File: config.mk
export PLATFORM = sky130hd
export DESIGN_NAME = alu_share_arbiter_flat
export DESIGN_NICKNAME = d
export VERILOG_FILES = /design/src/rtl/alu_share_arbiter_if.sv /design/src/rtl/alu_share_arbiter.sv /design/src/flat_wrapper.sv
export SDC_FILE = /design/constraint.sdc
export NUM_CORES = 1
export LEC_CHECK = 0
export CAP_MARGIN = 20
export CORE_AREA = 5 5 156 158
export DETAILED_ROUTE_END_ITERATION = 10
export DIE_AREA = 0 0 161 163
export HOLD_SLACK_MARGIN = 0.06
export PLACE_DENSITY = 0.69
export SYNTH_ARGS = -nofsm -noshare
export SYNTH_HDL_FRONTEND = slang
export SYNTH_SLANG_ARGS = --single-unit
File: constraint.sdc
create_clock -name clk -period 2.63 [get_ports clk]
set_clock_uncertainty 0.2 [all_clocks]
set_input_delay 0.526 -clock clk [delete_from_list [all_inputs] [get_ports clk]]
set_output_delay 0.526 -clock clk [all_outputs]
set_load 0.02 [all_outputs]
File: src/rtl/alu_share_arbiter_if.sv
// Request/response and ALU operand bundle shared between the two ALU
// requesters, the arbiter and the ALU itself.
interface alu_share_arbiter_if #(
  parameter int DATA_W = 32,
  parameter int CTRL_W = 6
);
  logic              req0_valid;
  logic              req0_ready;
  logic [DATA_W-1:0] req0_src1;
  logic [DATA_W-1:0] req0_src2;
  logic [DATA_W-1:0] req0_imm;
  logic [CTRL_W-1:0] req0_ctrl;

  logic              req1_valid;
  logic              req1_ready;
  logic [DATA_W-1:0] req1_src1;
  logic [DATA_W-1:0] req1_src2;
  logic [DATA_W-1:0] req1_imm;
  logic [CTRL_W-1:0] req1_ctrl;

  logic              rsp0_valid;
  logic              rsp0_ready;
  logic [DATA_W-1:0] rsp0_result;
  logic              rsp0_err;

  logic              rsp1_valid;
  logic              rsp1_ready;
  logic [DATA_W-1:0] rsp1_result;
  logic              rsp1_err;

  logic [DATA_W-1:0] alu_src1;
  logic [DATA_W-1:0] alu_src2;
  logic [DATA_W-1:0] alu_imm;
  logic [CTRL_W-1:0] alu_control;
  logic [DATA_W-1:0] alu_result;

  // Arbiter side
  modport slave (
    input  req0_valid, req0_src1, req0_src2, req0_imm, req0_ctrl,
    input  req1_valid, req1_src1, req1_src2, req1_imm, req1_ctrl,
    input  rsp0_ready, rsp1_ready, alu_result,
    output req0_ready, req1_ready,
    output rsp0_valid, rsp0_result, rsp0_err,
    output rsp1_valid, rsp1_result, rsp1_err,
    output alu_src1, alu_src2, alu_imm, alu_control
  );

  // Requester/ALU side
  modport master (
    output req0_valid, req0_src1, req0_src2, req0_imm, req0_ctrl,
    output req1_valid, req1_src1, req1_src2, req1_imm, req1_ctrl,
    output rsp0_ready, rsp1_ready, alu_result,
    input  req0_ready, req1_ready,
    input  rsp0_valid, rsp0_result, rsp0_err,
    input  rsp1_valid, rsp1_result, rsp1_err,
    input  alu_src1, alu_src2, alu_imm, alu_control
  );
endinterface

File: src/rtl/alu_share_arbiter.sv
// Round-robin sharing of one combinational ALU between the execute stage
// (port 0) and the address/branch helper (port 1).
//
// state | meaning
// IDLE  | arbitrate between valid requests, accept the winner
// EXEC  | operands on the ALU for one cycle, result captured at exit
// RESP  | owner's response valid, held until rsp_ready
module alu_share_arbiter #(
  parameter int                DATA_W = 32,
  parameter int                CTRL_W = 6,
  parameter logic [CTRL_W-1:0] MAX_OP = 6'h11
) (
  input logic               clk,
  input logic               rst_n,
  alu_share_arbiter_if.slave bus
);

  typedef enum logic [1:0] {IDLE = 2'd0, EXEC = 2'd1, RESP = 2'd2} state_t;

  state_t            state_q, state_d;
  logic              last_grant_q;
  logic              owner_q;
  logic              grant0, grant1, sel, legal;
  logic              accept, rsp_fire;
  logic              req0_ready, req1_ready, rsp0_valid, rsp1_valid;
  logic [DATA_W-1:0] sel_src1, sel_src2, sel_imm;
  logic [CTRL_W-1:0] sel_ctrl;
  logic [DATA_W-1:0] alu_src1_q, alu_src2_q, alu_imm_q;
  logic [CTRL_W-1:0] alu_control_q;
  logic [DATA_W-1:0] result0_q, result1_q;
  logic              err0_q, err1_q;

  // Round-robin winner and its payload; a tie goes to the port not granted last
  always_comb begin
    grant0   = bus.req0_valid && (!bus.req1_valid || last_grant_q);
    grant1   = bus.req1_valid && (!bus.req0_valid || !last_grant_q);
    sel      = grant1;
    sel_src1 = sel ? bus.req1_src1 : bus.req0_src1;
    sel_src2 = sel ? bus.req1_src2 : bus.req0_src2;
    sel_imm  = sel ? bus.req1_imm  : bus.req0_imm;
    sel_ctrl = sel ? bus.req1_ctrl : bus.req0_ctrl;
    legal    = (sel_ctrl != '0) && (sel_ctrl <= MAX_OP);
  end

  // FSM state register
  always_ff @(posedge clk or negedge rst_n) begin
    if (!rst_n) state_q <= IDLE;
    else        state_q <= state_d;
  end

  // Next state and handshake outputs
  always_comb begin
    state_d    = state_q;
    req0_ready = 1'b0;
    req1_ready = 1'b0;
    rsp0_valid = 1'b0;
    rsp1_valid = 1'b0;
    accept     = 1'b0;
    rsp_fire   = 1'b0;
    case (state_q)
      IDLE: begin
        req0_ready = grant0;
        req1_ready = grant1;
        accept     = grant0 || grant1;
        if (accept) state_d = legal ? EXEC : RESP;
      end
      EXEC: state_d = RESP;
      RESP: begin
        rsp0_valid = !owner_q;
        rsp1_valid = owner_q;
        rsp_fire   = owner_q ? bus.rsp1_ready : bus.rsp0_ready;
        if (rsp_fire) state_d = IDLE;
      end
      default: state_d = IDLE;
    endcase
  end

  // Operand, ownership and per-port result registers
  always_ff @(posedge clk or negedge rst_n) begin
    if (!rst_n) begin
      last_grant_q  <= 1'b1;
      owner_q       <= 1'b0;
      alu_src1_q    <= '0;
      alu_src2_q    <= '0;
      alu_imm_q     <= '0;
      alu_control_q <= '0;
      result0_q     <= '0;
      result1_q     <= '0;
      err0_q        <= 1'b0;
      err1_q        <= 1'b0;
    end else begin
      if (accept) begin
        alu_src1_q    <= sel_src1;
        alu_src2_q    <= sel_src2;
        alu_imm_q     <= sel_imm;
        // an illegal code never reaches the ALU so its output stays quiet
        alu_control_q <= legal ? sel_ctrl : '0;
        owner_q       <= sel;
        last_grant_q  <= sel;
        if (!legal) begin
          if (sel) begin
            result1_q <= '0;
            err1_q    <= 1'b1;
          end else begin
            result0_q <= '0;
            err0_q    <= 1'b1;
          end
        end
      end
      if (state_q == EXEC) begin
        if (owner_q) result1_q <= bus.alu_result;
        else         result0_q <= bus.alu_result;
      end
      if (rsp_fire) begin
        err0_q        <= 1'b0;
        err1_q        <= 1'b0;
        alu_control_q <= '0;
      end
    end
  end

  assign bus.req0_ready  = req0_ready;
  assign bus.req1_ready  = req1_ready;
  assign bus.rsp0_valid  = rsp0_valid;
  assign bus.rsp1_valid  = rsp1_valid;
  assign bus.rsp0_result = result0_q;
  assign bus.rsp1_result = result1_q;
  assign bus.rsp0_err    = err0_q;
  assign bus.rsp1_err    = err1_q;
  assign bus.alu_src1    = alu_src1_q;
  assign bus.alu_src2    = alu_src2_q;
  assign bus.alu_imm     = alu_imm_q;
  assign bus.alu_control = alu_control_q;

endmodule

File: src/flat_wrapper.sv
// flat-port wrapper written by rule: the top's interface ports become plain ports
module alu_share_arbiter_flat 
#(
  parameter int                DATA_W = 32,
  parameter int                CTRL_W = 6,
  parameter logic [CTRL_W-1:0] MAX_OP = 6'h11
)
  (clk, rst_n, bus_req0_valid, bus_req0_src1, bus_req0_src2, bus_req0_imm, bus_req0_ctrl, bus_req1_valid, bus_req1_src1, bus_req1_src2, bus_req1_imm, bus_req1_ctrl, bus_rsp0_ready, bus_rsp1_ready, bus_alu_result, bus_req0_ready, bus_req1_ready, bus_rsp0_valid, bus_rsp0_result, bus_rsp0_err, bus_rsp1_valid, bus_rsp1_result, bus_rsp1_err, bus_alu_src1, bus_alu_src2, bus_alu_imm, bus_alu_control);
  alu_share_arbiter_if #(.DATA_W(DATA_W), .CTRL_W(CTRL_W)) bus_i ();
  input logic clk;
  input logic rst_n;
  input wire logic [$bits(bus_i.req0_valid)-1:0] bus_req0_valid;
  input wire logic [$bits(bus_i.req0_src1)-1:0] bus_req0_src1;
  input wire logic [$bits(bus_i.req0_src2)-1:0] bus_req0_src2;
  input wire logic [$bits(bus_i.req0_imm)-1:0] bus_req0_imm;
  input wire logic [$bits(bus_i.req0_ctrl)-1:0] bus_req0_ctrl;
  input wire logic [$bits(bus_i.req1_valid)-1:0] bus_req1_valid;
  input wire logic [$bits(bus_i.req1_src1)-1:0] bus_req1_src1;
  input wire logic [$bits(bus_i.req1_src2)-1:0] bus_req1_src2;
  input wire logic [$bits(bus_i.req1_imm)-1:0] bus_req1_imm;
  input wire logic [$bits(bus_i.req1_ctrl)-1:0] bus_req1_ctrl;
  input wire logic [$bits(bus_i.rsp0_ready)-1:0] bus_rsp0_ready;
  input wire logic [$bits(bus_i.rsp1_ready)-1:0] bus_rsp1_ready;
  input wire logic [$bits(bus_i.alu_result)-1:0] bus_alu_result;
  output wire logic [$bits(bus_i.req0_ready)-1:0] bus_req0_ready;
  output wire logic [$bits(bus_i.req1_ready)-1:0] bus_req1_ready;
  output wire logic [$bits(bus_i.rsp0_valid)-1:0] bus_rsp0_valid;
  output wire logic [$bits(bus_i.rsp0_result)-1:0] bus_rsp0_result;
  output wire logic [$bits(bus_i.rsp0_err)-1:0] bus_rsp0_err;
  output wire logic [$bits(bus_i.rsp1_valid)-1:0] bus_rsp1_valid;
  output wire logic [$bits(bus_i.rsp1_result)-1:0] bus_rsp1_result;
  output wire logic [$bits(bus_i.rsp1_err)-1:0] bus_rsp1_err;
  output wire logic [$bits(bus_i.alu_src1)-1:0] bus_alu_src1;
  output wire logic [$bits(bus_i.alu_src2)-1:0] bus_alu_src2;
  output wire logic [$bits(bus_i.alu_imm)-1:0] bus_alu_imm;
  output wire logic [$bits(bus_i.alu_control)-1:0] bus_alu_control;
  assign bus_i.req0_valid = bus_req0_valid;
  assign bus_i.req0_src1 = bus_req0_src1;
  assign bus_i.req0_src2 = bus_req0_src2;
  assign bus_i.req0_imm = bus_req0_imm;
  assign bus_i.req0_ctrl = bus_req0_ctrl;
  assign bus_i.req1_valid = bus_req1_valid;
  assign bus_i.req1_src1 = bus_req1_src1;
  assign bus_i.req1_src2 = bus_req1_src2;
  assign bus_i.req1_imm = bus_req1_imm;
  assign bus_i.req1_ctrl = bus_req1_ctrl;
  assign bus_i.rsp0_ready = bus_rsp0_ready;
  assign bus_i.rsp1_ready = bus_rsp1_ready;
  assign bus_i.alu_result = bus_alu_result;
  assign bus_req0_ready = bus_i.req0_ready;
  assign bus_req1_ready = bus_i.req1_ready;
  assign bus_rsp0_valid = bus_i.rsp0_valid;
  assign bus_rsp0_result = bus_i.rsp0_result;
  assign bus_rsp0_err = bus_i.rsp0_err;
  assign bus_rsp1_valid = bus_i.rsp1_valid;
  assign bus_rsp1_result = bus_i.rsp1_result;
  assign bus_rsp1_err = bus_i.rsp1_err;
  assign bus_alu_src1 = bus_i.alu_src1;
  assign bus_alu_src2 = bus_i.alu_src2;
  assign bus_alu_imm = bus_i.alu_imm;
  assign bus_alu_control = bus_i.alu_control;
  alu_share_arbiter #(.DATA_W(DATA_W), .CTRL_W(CTRL_W), .MAX_OP(MAX_OP)) u_core (.clk(clk), .rst_n(rst_n), .bus(bus_i));
endmodule
**Yosys cells after proc, flatten, opt, wreduce, memory -nomap -nowiden**

Index checks and enable logic that the tools add are counted.

- Register bits after elaboration: 172
- Bits in writable memories: 0
- Latch bits: 0
- Memories kept: 0
- Input bits: 242
- Word-level logic and storage cells: 71
- Bits in read-only memories: 0
- Output and inout port bits: 172

- Order comparisons: 1
- $add $sub $neg: 0
- $mul: 0
- Div/mod/pow operators: 0
- Reduce and logical (&&, ||, !) cells: 17
- Shift-type cells: 0
- Bitwise gates (word level): 0
- Mux-type cells: 36
- Equality and inequality tests: 6

Operator list:

| cell | number |
|---|---|
| 32-bit 2-to-1 mux | 13 |
| 6-bit 2-to-1 mux | 4 |
| 1-bit 2-to-1 mux | 15 |
| 6-bit by 5-bit <= comparator with 1-bit output, second input constant | 1 |
| 2-bit 2-to-1 mux | 3 |
| 2-bit one-hot mux with 3 select lines | 1 |
| 3-bit AND reduction | 2 |
| 6-bit nonzero test | 1 |
| 1-bit logical NOT | 4 |
| 2-bit by 1-bit inequality test with 1-bit output, second input constant | 2 |
| 2-bit inequality test, second input constant | 2 |
| 2-bit nonzero test | 2 |
| 1-bit logical AND | 3 |
| 1-bit logical OR | 3 |
| 2-bit by 1-bit == test with 1-bit output, second input constant | 1 |
| 2-bit == test, second input constant | 1 |
| 2-bit logical NOT | 1 |
| 2-bit AND reduction | 1 |

**Depth between registers and ports, before layout**

Gate-level depths: netlist of run 1.

- Word-level depth: 10
- Depth in mapped cells: 7
- Depth with buffers taken out: 5

**Worst setup path before layout of run 1**

No wires, ideal clock.

- Path type: input -> register
- Start point: input port bus_req1_valid
- End point: register u_core.result1_q[11] (netlist: u_core.bus.rsp1_result[11])
- Slack: 0.451 ns
- Required time: 2.366 ns
- Setup time: 0.064 ns
- Buffers on the path: 1
- Data arrival time: 1.915 ns
- Stages on the path: 5
- Cell sequence: a21boi_2 > mux2_4 > a2111oi_4 > buf_6 > a221o_2

- Cells in the longest elaborated chain, start to end: 8

Ends and longest elaborated chain:

| what | RTL line | RTL |
|---|---|---|
| start: declaration | flat_wrapper.sv:17 | `input wire logic [$bits(bus_i.req1_valid)-1:0] bus_req1_valid;` |
| 1-bit logical AND or 1-bit logical NOT (tied branches) | alu_share_arbiter.sv:36, alu_share_arbiter.sv:35 |  |
| 6-bit 2-to-1 mux or 1-bit logical OR (tied branches) | alu_share_arbiter.sv:41, alu_share_arbiter.sv:35 |  |
| 6-bit by 5-bit <= comparator with 1-bit output (tied with other cells) | alu_share_arbiter.sv:42 | `legal = (sel_ctrl != '0) && (sel_ctrl <= MAX_OP);` |
| 1-bit logical AND or 1-bit logical OR (tied branches) | alu_share_arbiter.sv:42, alu_share_arbiter.sv:64 |  |
| 32-bit 2-to-1 mux or 1-bit 2-to-1 mux (tied branches) | alu_share_arbiter.sv:100, alu_share_arbiter.sv:60 |  |
| 32-bit 2-to-1 mux * | alu_share_arbiter.sv:92 | `if (accept) begin` |
| 32-bit 2-to-1 mux | alu_share_arbiter.sv:111 | `if (owner_q) result1_q <= bus.alu_result;` |
| 32-bit 2-to-1 mux * | alu_share_arbiter.sv:110 | `if (state_q == EXEC) begin` |
| end signal: assignment | alu_share_arbiter.sv:111 |  |
| end: declaration | alu_share_arbiter.sv:30 | `logic [DATA_W-1:0] result0_q, result1_q;` |

Every way passes the cells marked *; elsewhere a longest branch is shown, timed or not.
A chain may end at the register's enable or synchronous reset.

**Final worst setup path of run 1**

- Start point: input port bus_req1_valid
- End point: output port bus_req0_ready

- Cells in the longest elaborated chain, start to end: 4

Ends and longest elaborated chain:

| what | RTL line | RTL |
|---|---|---|
| 1-bit logical NOT | alu_share_arbiter.sv:35 | `grant0 = bus.req0_valid && (!bus.req1_valid \|\| last_grant_q);` |
| 1-bit logical OR | alu_share_arbiter.sv:35 |  |
| 1-bit logical AND | alu_share_arbiter.sv:35 |  |
| 1-bit 2-to-1 mux | alu_share_arbiter.sv:60 | `case (state_q)` |
| end: declaration | flat_wrapper.sv:25 | `output wire logic [$bits(bus_i.req0_ready)-1:0] bus_req0_ready;` |

Every way passes these cells.

==> results.cfg, run 1 <==
[synth]
async_flop_share_pct = 100.0
avgSynthCellArea_sq_um = 11.43
yosysSeqAreaShare_pct = 59.24
synth_warnings = 0
synth_largest_area_cell = dfrtp_1
synth_area_sq_um = 7268
netlist_instances = 636
synth_edf_count = 0
ys.flop_type = dfrtp_1
synth_top_area_share_pct = 58.87
synth.distinct_cells = 41
ys_top_cells_by_area = dfrtp_1, a222oi_1, inv_1
synth_fp_nets = 878
ys_ff_latch = 172

[flow_run]
cap_violations = 0

[final_layout]
area_growth_pct = 72.94
fin_util_pct = 54.69
register_area_sq_um = 4307
multiInputGateArea_sq_um = 2379
drive_above_1_share_pct = 10.64
fin_area_sq_um = 12570
nFillCells = 2040
finalNonFillerCells = 1355
final_common_cell = clkdlybuf4s50_1
nNetsFinal = 1291
mostFrequentLayoutCells = clkdlybuf4s50_1, dfrtp_1, inv_1

[pwr]
clockPowerShare_pct = 17.9
p_comb_share_pct = 50.6
pwr-share-seq_pct = 31.5
swShare_pct = 39.08
internal_power_mw = 9.126
p_per_area_nw_per_um2 = 1192
leakagePower_nw = 5.740
p_sw_mw = 5.855
max-vdd-ir-drop_v = 0.0006212

[floorplan]
io_pins = 414
coreArea_sq_um = 22980
die_w_microns = 161
start_util_pct = 31.63
die_area_sq_um = 26240
rows = 56
fp.dieH_microns = 163

[timing]
rsz0062_at_grt = false
slew_headroom_pct = 62.17
min_period_over_period_pct = 97.54
fmax_ghz = 0.3898
setup_violations = 0
min_period_ps = 2565
finalHoldViolCount = 0
tightest_slew_ps = 567.4
maxSlewViolCount = 0

[routing]
drc = 0
vias_per_cell = 5.273
vias = 7145
drtIter0Drc = 822
drt_wl_total_microns = 28930
wl_per_cell_microns = 21.35
drtAntennaViolNets = 0
first_pass_iters = 9

[global_routing]
grt.overflow.total = 0
grt_pass1_vias = 7395
grt_max_degree = 79
gr-usage-all-layers_pct = 21.25
antenna_found_initial = 4
grt_pass1_wl_microns = 43790

[placed_design]
place_congestion = 0.8055
place_area_sq_um = 11910
io_buffers = 413
dp.cells = 1319
hpwl_microns = 21210

[setup_path]
critPathMaxFanout = 3
end_kind = output port
ff2ff_path_depth = 7
r2r_slack_ps = 470
timing.rr.end = u_core.bus.rsp0_result[15]
r2r_start = u_core.last_grant_q
critPathKind = input pin to output port
start_kind = input pin
arrival_ps = 1840
cp.required_ps = 1900

[cts]
cts_root_buf = clkbuf_16
clk-insertion-delay-late_ps = 410
max-clock-path-buffers = 2
clkSinkCount = 172
cts_tree = built
htree_levels = 4
cts_made_buffers = 17
cts_setup_buffers = 0
path_clk_slew_ps = 70

[min_path]
hold_depth = 2
hold_path_startpoint = u_core.bus.alu_imm[31]
min_to = u_core.bus.alu_imm[31]
worstHoldPathType = flip-flop to flip-flop

[run_status]
run_status = completed
## layer usage
metal	track usage [%]	up-vias	wire, microns	share of wire (%)
met2	35.03	346	14170	49
met5	0	-	11	0.038
li1	-	3229	-	-
met3	8.454	40	2937	10
met1	25.65	3528	11280	39
met4	6.786	2	524	1.8
## worst max-delay path, stage by stage
cell and delay [ps]:
clkdlybuf4s50_1 540, or2b_1 240, and3_4 200, dlygate4sd2_1 340
## what timing repair did
action | in CTS | in global routing
endpoints found under the setup margin | 4 | 3
gates resized for setup | 3 | 4
hold endpoints to repair | 51 | 0
hold buffers | 1 | 0
## area by class of cell
cell class              instances  share of cell area [%]
clock inverters                15                   1.593
inverters                      97                   2.936
multi-input cells             314                   18.92
clock buffers                  17                   3.384
repair buffers                447                   35.95
well taps                     290                   2.887
diodes                          3                 0.05973
flip-flops and latches        172                   34.26
## worst max path at each step
| stage | start | endpoint | slack (ps) | cells after the start |
|---|---|---|---|---|
| 3_3_place_gp | bus_req1_valid | bus_req0_ready | -180 | 4 |
| 4_1_cts | u_core.state_q[1] | bus_rsp1_valid | 3 | 3 |
| 3_5_place_dp | bus_req1_valid | bus_req0_ready | -180 | 4 |
| 6_report | bus_req1_valid | bus_req0_ready | 60 | 4 |
| 5_1_grt | bus_req1_valid | bus_req0_ready | 20 | 4 |
| 2_1_floorplan | bus_req1_valid | u_core.bus.rsp1_result[11] | 450 | 5 |
## kinds of logic after synthesis
group | share of synthesized area [%]
AO/OA/AOI/OAI | 22.91
flip-flops | 59.24
buffers and inverters | 8.504
AND/OR/NAND/NOR | 8.711
multiplexers | 0.6369
## synth_stat cells (3+ instances only)
cell,number
dfrtp_1,171
inv_1,96
a222oi_1,94
nand2_1,69
and3_1,38
a21oi_1,35
a221o_2,28
clkbuf_1,27
buf_2,22
a221o_1,9
nor2_1,5
and2_1,3
buf_6,3
o21ai_0,3
or2_2,3
## registers in the layout (all words and copies together) (netlist names)
register / count
u_core.bus.alu_control: 6
u_core.bus.alu_imm: 32
u_core.bus.alu_src1: 32
u_core.bus.alu_src2: 32
u_core.bus.rsp0_err: 1
u_core.bus.rsp0_result: 32
u_core.bus.rsp1_err: 1
u_core.bus.rsp1_result: 32
u_core.last_grant_q: 1
u_core.owner_q: 1
u_core.state_q: 2
## stage by stage
stage                     setup TNS (ps)  power, mW  worst slack, ps  hold slack [ps]
after floorplan                        0      8.373            450.7            30.41
after global placement             -3102      12.25           -176.0            267.6
after detailed placement           -4391      12.35           -179.4            269.2
after CTS                              0      15.12            2.982            286.4
after global routing                   0      15.86            20.41            305.8
final                                  0      14.98            64.61            283.0
## power by group through the flow
| stage | clock (mW) | sequential (mW) | combinational [mW] |
|---|---|---|---|
| 3_5_place_dp | 0 | 4.70 | 7.65 |
| 5_1_grt | 2.87 | 4.88 | 8.11 |
| 2_1_floorplan | 0 | 6.10 | 2.27 |
| 6_report | 2.68 | 4.71 | 7.58 |
| 4_1_cts | 2.76 | 4.70 | 7.66 |
| 3_3_place_gp | 0 | 4.69 | 7.56 |
Power figures use the tool's default switching activity.
==> run 2: changes to the inputs <==
CORE_AREA = 3 3 158 160   (was 5 5 156 158)
CTS_CLUSTER_SIZE = 16   (was not set)
PLACE_DENSITY = 0.66   (was 0.69)
==> run 2 against run 1 <==
  * The run now ends with DRC left
  * Cell count increased by 2.1%
  * Final area increased by 0.20%
  * Sequential power about the same
  * Flip-flop and latch count did not move
  * Critical path depth is 1 higher
  * Core utilization down 1.2 points
  * Worst hold slack better by 7.1 ps
  * Register-to-register slack better by 70 ps
  * First-iteration DRC count grew 0.73%
  * Via count up 0.45%
  * Clock power about the same
  * Critical endpoint unchanged
  * Largest power group unchanged
==> results.cfg, run 2 (synthesis results as in run 1) <==
[run_status]
run_status = finished, violations left
violations = DRC

[final_layout]
area_growth_pct = 73.28
mostFrequentLayoutCells = clkdlybuf4s50_1, dfrtp_1, inv_1
nNetsFinal = 1291
final_common_cell = clkdlybuf4s50_1
nFillCells = 2102
drive_above_1_share_pct = 10.74
fin_util_pct = 53.50

[flow_run]
cap_violations = 0

[setup_path]
crit_end = bus_req0_ready
critPathKind = input pin to output port
critical_path_cell_count = 5
crit_slowest_cell = clkdlybuf4s50_1
arrival_ps = 1830
startpoint = bus_req1_valid
r2r_start = u_core.state_q[0]
end_kind = output port
critPathMaxFanout = 11
r2r_slack_ps = 540
crit_family = buffers and inverters
path_buf_inv = 3
ff2ff_path_depth = 5
cpMostUsedCell = buf_4
critical-path-max-stage-delay_ps = 470
cp.required_ps = 1900
start_kind = input pin
cp_cell_sequence = clkdlybuf4s50_1, buf_4, or2b_1, and3_4, buf_4
timing.rr.end = u_core.bus.rsp0_result[14]

[cts]
clkSinkCount = 172
path_clk_slew_ps = 70
cts_made_buffers = 17
cts_root_buf = clkbuf_16
htree_levels = 4
max-clock-path-buffers = 2
cts_tree = built
cts_setup_buffers = 0
clk-insertion-delay-late_ps = 420

[pwr]
p_comb_share_pct = 50.8
leakagePower_nw = 5.716
power_mw = 15.01
p_per_area_nw_per_um2 = 1191
p_sw_mw = 5.849
swShare_pct = 38.98
max-vdd-ir-drop_v = 0.0005883
internal_power_mw = 9.157
pwr-share-seq_pct = 31.4
clockPowerShare_pct = 17.8

[floorplan]
die_w_microns = 161
start_util_pct = 30.87
io_pins = 414
rows = 56
fp.dieH_microns = 163
coreArea_sq_um = 23540
die_area_sq_um = 26240

[placed_design]
place_congestion = 0.7896
hpwl_microns = 21300
io_buffers = 413

[timing]
whs_ps = 290.1
fmax_ghz = 0.3909
fin_setup_tns_ps = 0
min_period_over_period_pct = 97.26
setup_violations = 0
slew_headroom_pct = 65.48
maxSlewViolCount = 0
finalHoldViolCount = 0
tightest_slew_ps = 516.8
min_period_ps = 2558

[routing]
drc = 3
topRoutingLayerUsed = met5
wl_met3_microns = 2893
first_pass_iters = 11
drtAntennaViolNets = 0
met2_length_microns = 14270
vias = 7177
drt_wl_total_microns = 29560
vias_per_cell = 5.186
wl_per_cell_microns = 21.36
drtIter0Drc = 828
met1Wirelength_microns = 11810

[global_routing]
grt_pass1_wl_microns = 44420
gr-usage-all-layers_pct = 21.78
grt_pass1_vias = 7435
antenna_found_initial = 5
grt.overflow.total = 0
grt_max_degree = 64

[min_path]
hold_depth = 2
worstHoldPathType = flip-flop to flip-flop
run 2: per-stage QoR:
step / std cells / instance area, sq um / worst slack (ps)
5_1_grt: 1384 / 12590 / -0.5740
6_report: 1384 / 12590 / 72.09
4_1_cts: 1379 / 12570 / 29.17
3_5_place_dp: 1347 / 11960 / 6.648
2_1_floorplan: 636 / 7268 / 450.7
3_3_place_gp: 1347 / 11960 / 35.66
run 2: cell type report:
cell class	instances	area, sq um	area share [%]
timing repair buffer	446	4528	35.95
sequential	172	4307	34.19
multi-input combinational	315	2381	18.91
clock buffer	19	452.9	3.596
tap	319	399.1	3.169
inverter	97	365.4	2.901
clock inverter	12	151.4	1.202
antenna	4	10.01	0.07948
run 2: power by group through the flow:
stage / sequential [mW] / clock (mW) / combinational, mW
global route: 4.89 / 2.85 / 8.15
global placement: 4.68 / 0 / 7.58
CTS: 4.71 / 2.72 / 7.67
detailed placement: 4.70 / 0 / 7.67
floorplan: 6.10 / 0 / 2.27
finish: 4.72 / 2.66 / 7.63
run 2: how the worst min path moves through the flow:
stage	start	endpoint	slack (ps)
after floorplan	rst_n	u_core.bus.alu_control[0]	30
after global placement	u_core.bus.alu_src2[31]	u_core.bus.alu_src2[31]	270
after detailed placement	u_core.bus.alu_src1[19]	u_core.bus.alu_src1[19]	280
after CTS	u_core.bus.alu_src1[19]	u_core.bus.alu_src1[19]	290
after global routing	u_core.bus.alu_imm[12]	u_core.bus.alu_imm[12]	310
final	u_core.bus.alu_imm[20]	u_core.bus.alu_imm[20]	290
run 2: timing repair:
action | in CTS | in global routing
resized for setup | 3 | 1
hold buffers | 1 | 0
endpoints found under the hold margin | 41 | 0
setup endpoints to repair | 2 | 1
gates cloned | 0 | 1
pin swaps | 0 | 1
run 2: layer usage:
metal	global-route usage (%)	up-vias
met5	0	-
met4	6.805	2
met3	7.757	38
met2	36.36	382
met1	26.52	3529
li1	-	3226
run 2: worst min-delay path, stage by stage, from the launching register on:
cell and delay, ps:
dfrtp_1 340, a222oi_1 60, inv_1 50
